===== src/rtl/lsr_line_gen.sv =====
// -----------------------------------------------------------------------------
// lsr_line_gen
//
// Streams DATA_SIZE reconstructed line samples
//     y[i] = (intercept + slope*i) >>> shift,   i = 0 .. DATA_SIZE-1
// over a valid/ready handshake. This is the output-side partner of the
// least-squares fitter.
//
// The samples are produced incrementally. The accumulator starts at the
// sign-extended intercept and gains one sign-extended slope per accepted
// sample, so no multiplier is needed.
//
// Optional feature macro: LSR_GEN_SAT_EN
//   defined   : the shifted accumulator is saturated to the DATA_W signed range
//   undefined : the low DATA_W bits are output (two's-complement wrap)
//
// Ports
//   clk        : clock; all state changes on the rising edge
//   rst_n      : asynchronous active-low reset
//   start      : begin a run (sampled only while idle)
//   slope      : signed slope, same fixed-point format as intercept
//   intercept  : signed intercept
//   shift      : fractional bit count, clamped to ACC_W-1 at capture
//   y_data     : signed output sample
//   y_valid    : y_data is valid
//   y_ready    : consumer accepts the current sample
//   y_idx      : index of the current sample
//   y_last     : current sample is the final one of the run
//   busy       : a run is streaming
//   done       : one-cycle pulse after the final transfer
// -----------------------------------------------------------------------------
module lsr_line_gen #(
    parameter int DATA_SIZE = 7,
    parameter int DATA_W    = 16,
    parameter int ACC_W     = 32
) (
    input  logic                         clk,
    input  logic                         rst_n,
    input  logic                         start,
    input  logic [DATA_W-1:0]            slope,
    input  logic [DATA_W-1:0]            intercept,
    input  logic [15:0]                  shift,
    output logic [DATA_W-1:0]            y_data,
    output logic                         y_valid,
    input  logic                         y_ready,
    output logic [$clog2(DATA_SIZE):0]   y_idx,
    output logic                         y_last,
    output logic                         busy,
    output logic                         done
);

    localparam int IDX_W = $clog2(DATA_SIZE) + 1;
    localparam int SH_W  = $clog2(ACC_W);

    typedef enum logic [1:0] {
        ST_IDLE = 2'd0,
        ST_RUN  = 2'd1,
        ST_DONE = 2'd2
    } state_t;

    state_t                    state_q, state_d;
    logic signed [ACC_W-1:0]   acc_q, acc_d;
    logic [IDX_W-1:0]          idx_q, idx_d;
    logic [DATA_W-1:0]         slope_q, slope_d;
    logic [SH_W-1:0]           shift_q, shift_d;

    logic                      xfer_s;
    logic                      last_s;
    logic [SH_W-1:0]           shift_clamp_s;
    logic signed [ACC_W-1:0]   t_s;

    // Clamp t into the signed DATA_W range.
    function automatic logic [DATA_W-1:0] sat_to_data(input logic signed [ACC_W-1:0] v);
        logic [ACC_W-DATA_W:0] upper;
        upper = v[ACC_W-1:DATA_W-1];
        // In range only when every bit above the DATA_W sign bit matches it.
        if (upper == {(ACC_W-DATA_W+1){1'b0}} || upper == {(ACC_W-DATA_W+1){1'b1}}) begin
            sat_to_data = v[DATA_W-1:0];
        end else if (v[ACC_W-1] == 1'b0) begin
            sat_to_data = {1'b0, {(DATA_W-1){1'b1}}};
        end else begin
            sat_to_data = {1'b1, {(DATA_W-1){1'b0}}};
        end
    endfunction

    assign xfer_s = (state_q == ST_RUN) && y_ready;
    assign last_s = (idx_q == IDX_W'(DATA_SIZE - 1));

    // The shift amount is clamped once at capture, so the output path only
    // ever sees a legal shift.
    assign shift_clamp_s = (shift > 16'(ACC_W - 1)) ? SH_W'(ACC_W - 1) : shift[SH_W-1:0];

    assign t_s = acc_q >>> shift_q;

    // Output reduction: saturating or wrapping, selected at build time.
`ifdef LSR_GEN_SAT_EN
    assign y_data = sat_to_data(t_s);
`else
    assign y_data = DATA_W'(t_s);
`endif

    // State and datapath registers, cleared asynchronously.
    always_ff @(posedge clk or negedge rst_n) begin
        if (!rst_n) begin
            state_q <= ST_IDLE;
            acc_q   <= '0;
            idx_q   <= '0;
            slope_q <= '0;
            shift_q <= '0;
        end else begin
            state_q <= state_d;
            acc_q   <= acc_d;
            idx_q   <= idx_d;
            slope_q <= slope_d;
            shift_q <= shift_d;
        end
    end

    // Next-state logic.
    always_comb begin
        state_d = state_q;
        case (state_q)
            ST_IDLE: begin
                if (start) begin
                    state_d = ST_RUN;
                end else begin
                    state_d = ST_IDLE;
                end
            end
            ST_RUN: begin
                if (xfer_s && last_s) begin
                    state_d = ST_DONE;
                end else begin
                    state_d = ST_RUN;
                end
            end
            ST_DONE: state_d = ST_IDLE;
            default: state_d = ST_IDLE;
        endcase
    end

    // Datapath next values: capture on start, step the accumulator on each transfer.
    always_comb begin
        acc_d   = acc_q;
        idx_d   = idx_q;
        slope_d = slope_q;
        shift_d = shift_q;
        case (state_q)
            ST_IDLE: begin
                if (start) begin
                    // The intercept lives on only as the accumulator seed.
                    slope_d = slope;
                    shift_d = shift_clamp_s;
                    acc_d   = {{(ACC_W-DATA_W){intercept[DATA_W-1]}}, intercept};
                    idx_d   = '0;
                end else begin
                    acc_d   = acc_q;
                end
            end
            ST_RUN: begin
                if (xfer_s) begin
                    acc_d = acc_q + {{(ACC_W-DATA_W){slope_q[DATA_W-1]}}, slope_q};
                    idx_d = idx_q + IDX_W'(1);
                end else begin
                    acc_d = acc_q;
                end
            end
            default: begin
                acc_d = acc_q;
            end
        endcase
    end

    // Status outputs decoded from the state register.
    always_comb begin
        y_valid = 1'b0;
        busy    = 1'b0;
        done    = 1'b0;
        y_last  = 1'b0;
        case (state_q)
            ST_RUN: begin
                y_valid = 1'b1;
                busy    = 1'b1;
                y_last  = last_s;
            end
            ST_DONE: done = 1'b1;
            default: begin
                y_valid = 1'b0;
            end
        endcase
    end

    assign y_idx = idx_q;

endmodule


===== config.mk =====
export PLATFORM = sky130hd
export DESIGN_NAME = lsr_line_gen
export DESIGN_NICKNAME = d
export VERILOG_FILES = /design/src/rtl/lsr_line_gen.sv
export SDC_FILE = /design/constraint.sdc
export NUM_CORES = 1
export LEC_CHECK = 0
export CORE_UTILIZATION = 55
export DETAILED_ROUTE_END_ITERATION = 6
export DONT_BUFFER_PORTS = 1
export PLACE_DENSITY = 0.67
export SLEW_MARGIN = 5
export SYNTH_ARGS = -nofsm -noshare
export SYNTH_HDL_FRONTEND = slang
export SYNTH_SLANG_ARGS = --single-unit

===== constraint.sdc =====
create_clock -name clk -period 4.94 [get_ports clk]
set_clock_uncertainty 0.15 [all_clocks]
set_input_delay 0.741 -clock clk [delete_from_list [all_inputs] [get_ports clk]]
set_output_delay 0.741 -clock clk [all_outputs]
set_load 0.01 [all_outputs]

==> results.sh <==
export IMPL_run_status="completed"
export IMPL_dp_slack_ps=1590
export IMPL_rsz0062_at_grt="no"
export IMPL_cts_root_buf="clkbuf_8"
export IMPL_core_area_sq_um=9820
export IMPL_cts_sinks=59
export IMPL_required_ps=4050
export IMPL_cp_top_family="flip-flops"
export IMPL_netlist_instances=674
export IMPL_drv_slew=0
export IMPL_cts_setup_buffers=0
export IMPL_drc_errors=0
export IMPL_cts_buffer_depth=2
export IMPL_setup_tns_ps=0
export IMPL_synth_edf_count=0
export IMPL_synth_nets=760
export IMPL_dieArea_sq_um=10600
export IMPL_drt_initial_drc_count=308
export IMPL_gr_usage_all_layers_pct=30.3
export IMPL_nNetsFinal=738
export IMPL_fmax_ghz=0.267
export IMPL_firstDrtPassIters=5
export IMPL_multi_input_area_sq_um=3900
export IMPL_yosys_top_cells_area="dfrtp_1 26%, ha_1 7.4%, a21oi_1 7.0%"
export IMPL_grt_overflow_total=0
export IMPL_route_antenna_remaining_nets=0
export IMPL_ys_types=62
export IMPL_wl_per_cell_um=19.2
export IMPL_r2r_cells=9
export IMPL_final_cell_mix="84 x nand2_1, 78 x a21oi_1, 59 x dfrtp_1"
export IMPL_die_x_um=103
export IMPL_postSynthAreaPerCell_sq_um=8.30
export IMPL_crit_buf_inv=1
export IMPL_path_cells="buf_4, mux4_2, mux4_2, nor2b_1, a31o_2"
export IMPL_arrival_ps=2850
export IMPL_synth_top_area_share_pct=26.4
export IMPL_boundaryPins=76
export IMPL_cp_end_kind="output port"
export IMPL_die_y_um=103
export IMPL_gp_congestion=0.947
export IMPL_cts_made_buffers=9
export IMPL_drt_total_wl_um=15200
export IMPL_num_vias=5214
export IMPL_crit_start="shift_q[1]$_DFFE_PN0P_"
export IMPL_hpwlAfterDp_um=11300
export IMPL_worstMarginPinSlew_ps=996
export IMPL_io_buffers=0
export IMPL_cp_max_fo=21
export IMPL_cpPeakStageDelay_ps=860
export IMPL_rr_endpoint="acc_q[23]$_DFFE_PN0P_"
export IMPL_fillers=923
export IMPL_ir_drop_v=0.000452
export IMPL_leakage_uw=0.00263
export IMPL_viasPerCell=6.60
export IMPL_cp_common_cell="mux4_2"
export IMPL_start_util_pct=56.9
export IMPL_synth_seq_cells=59
export IMPL_antenna_found_initial=0
export IMPL_startpoint_type="flop"
export IMPL_async_flop_share_pct=100
export IMPL_htreeDepth=3
export IMPL_maxCapViolations=0
export IMPL_min_path_type="primary input to async pin"
export IMPL_regToRegSetupSlack_ps=1730
export IMPL_insertedDiodeCount=0
export IMPL_syn_area_sq_um=5590
export IMPL_layout_commonest_cell="nand2_1"
export IMPL_seqCellArea_sq_um=1480
export IMPL_layout_setup_ws_ps=1200
export IMPL_grt_pass1_vias=4743
export IMPL_insertion_delay_ps=350
export IMPL_clkTransAtPathRegs_ps=80
export IMPL_cts_resized=0
export IMPL_synth_ff_type="dfrtp_1"
export IMPL_grt_max_degree=60
export IMPL_fin_crit_sh_pct=75.8
export IMPL_post_route_min_period_ps=3740
export IMPL_critical_path_class="flop to output port"
export IMPL_syn_to_final_growth_pct=5.68
export IMPL_power_density_nw_per_um2=863
export IMPL_crit_end="y_data[11]"
export IMPL_slowest_stage="dfrtp_1"
export IMPL_synth_seq_area_share_pct=26.4
export IMPL_r2r_start="acc_q[4]$_DFFE_PN0P_"
export IMPL_setup_viol=0
export IMPL_synth_top_cell_by_area="dfrtp_1"
export IMPL_cts_tree="yes"
export IMPL_cp_depth=5
export IMPL_rows=36
export IMPL_hold_viol_final=0
export IMPL_ys_warn_count=0
export IMPL_grt_pass1_wl_um=24400
export IMPL_drive_above_1_share_pct=11.6
export IMPL_slew_limit_headroom_pct=33.6
## cell type report
class	instances	area share (%)
clock buffers	9	2.10
clock inverters	7	1.72
inverters	13	0.826
multi-input cells	559	66.0
flip-flops and latches	59	25.0
well taps	133	2.82
repair buffers	10	1.61
## worst min-delay path by stage
stage	slack, ps	from	end	depth (start not counted)
after CTS	100	rst_n	acc_q[29]$_DFFE_PN0P_	1
after floorplan	300	rst_n	acc_q[0]$_DFFE_PN0P_	0
after detailed placement	300	rst_n	acc_q[22]$_DFFE_PN0P_	0
after global placement	300	rst_n	acc_q[22]$_DFFE_PN0P_	0
after global routing	100	rst_n	acc_q[28]$_DFFE_PN0P_	1
final	70	rst_n	acc_q[28]$_DFFE_PN0P_	1
## cell usage after synthesis, types with 14 or more instances
cell type,number
a21o_1,16
a21oi_1,78
clkbuf_1,34
dfrtp_1,59
ha_1,33
mux2_2,25
mux2i_1,34
mux4_2,14
nand2_1,84
nor2_1,55
nor3_1,18
o21ai_0,50
## through the flow
| step | cell area, sq um | total power [uW] | hold slack [ps] | utilization (%) | instances |
|---|---|---|---|---|---|
| detailed placement | 5660 | 4500 | 297 | 57.6 | 773 |
| global route | 5910 | 5570 | 104 | 60.2 | 790 |
| global placement | 5660 | 4430 | 297 | 57.6 | 773 |
| finish | 5910 | 5100 | 74.2 | 60.2 | 790 |
| floorplan | 5590 | 3760 | 295 | - | 674 |
| CTS | 5910 | 5050 | 103 | 60.2 | 790 |
## registers in the layout, summed over array words and instances (netlist names)
signal	count
state_q	2
slope_q	16
y_idx	4
shift_q	5
acc_q	32
## cell families (layout without fill, tap and decap cells)
group	Yosys count	in the layout	share of synthesized area, %
AND/OR/NAND/NOR	218	218	18.0
AO/OA/AOI/OAI	216	216	24.2
adder cells (fa/ha/maj)	34	34	7.74
XOR/XNOR	16	16	2.51
multiplexers	75	75	17.2
flip-flops	59	59	26.4
buffers and inverters	56	39	3.98
## layer usage
| metal | track usage [%] | part of all wire, % | up-vias |
|---|---|---|---|
| li1 | - | - | 2454 |
| met1 | 41.6 | 44 | 2526 |
| met2 | 48.6 | 47 | 203 |
| met3 | 4.81 | 7.0 | 31 |
| met4 | 10.8 | 2.3 | 0 |
| met5 | 0 | 0 | - |
## where the power goes
group / switching [uW] / internal (uW)
Sequential: 354 / 712
Clock: 226 / 287
Combinational: 2000 / 1510
Total: 2580 / 2510
## repair_timing
item,4_1_cts,5_1_grt
endpoints found under the hold margin,59,0
setup endpoints to repair,0,0
hold buffers,1,0
Power figures use the tool's default switching activity.
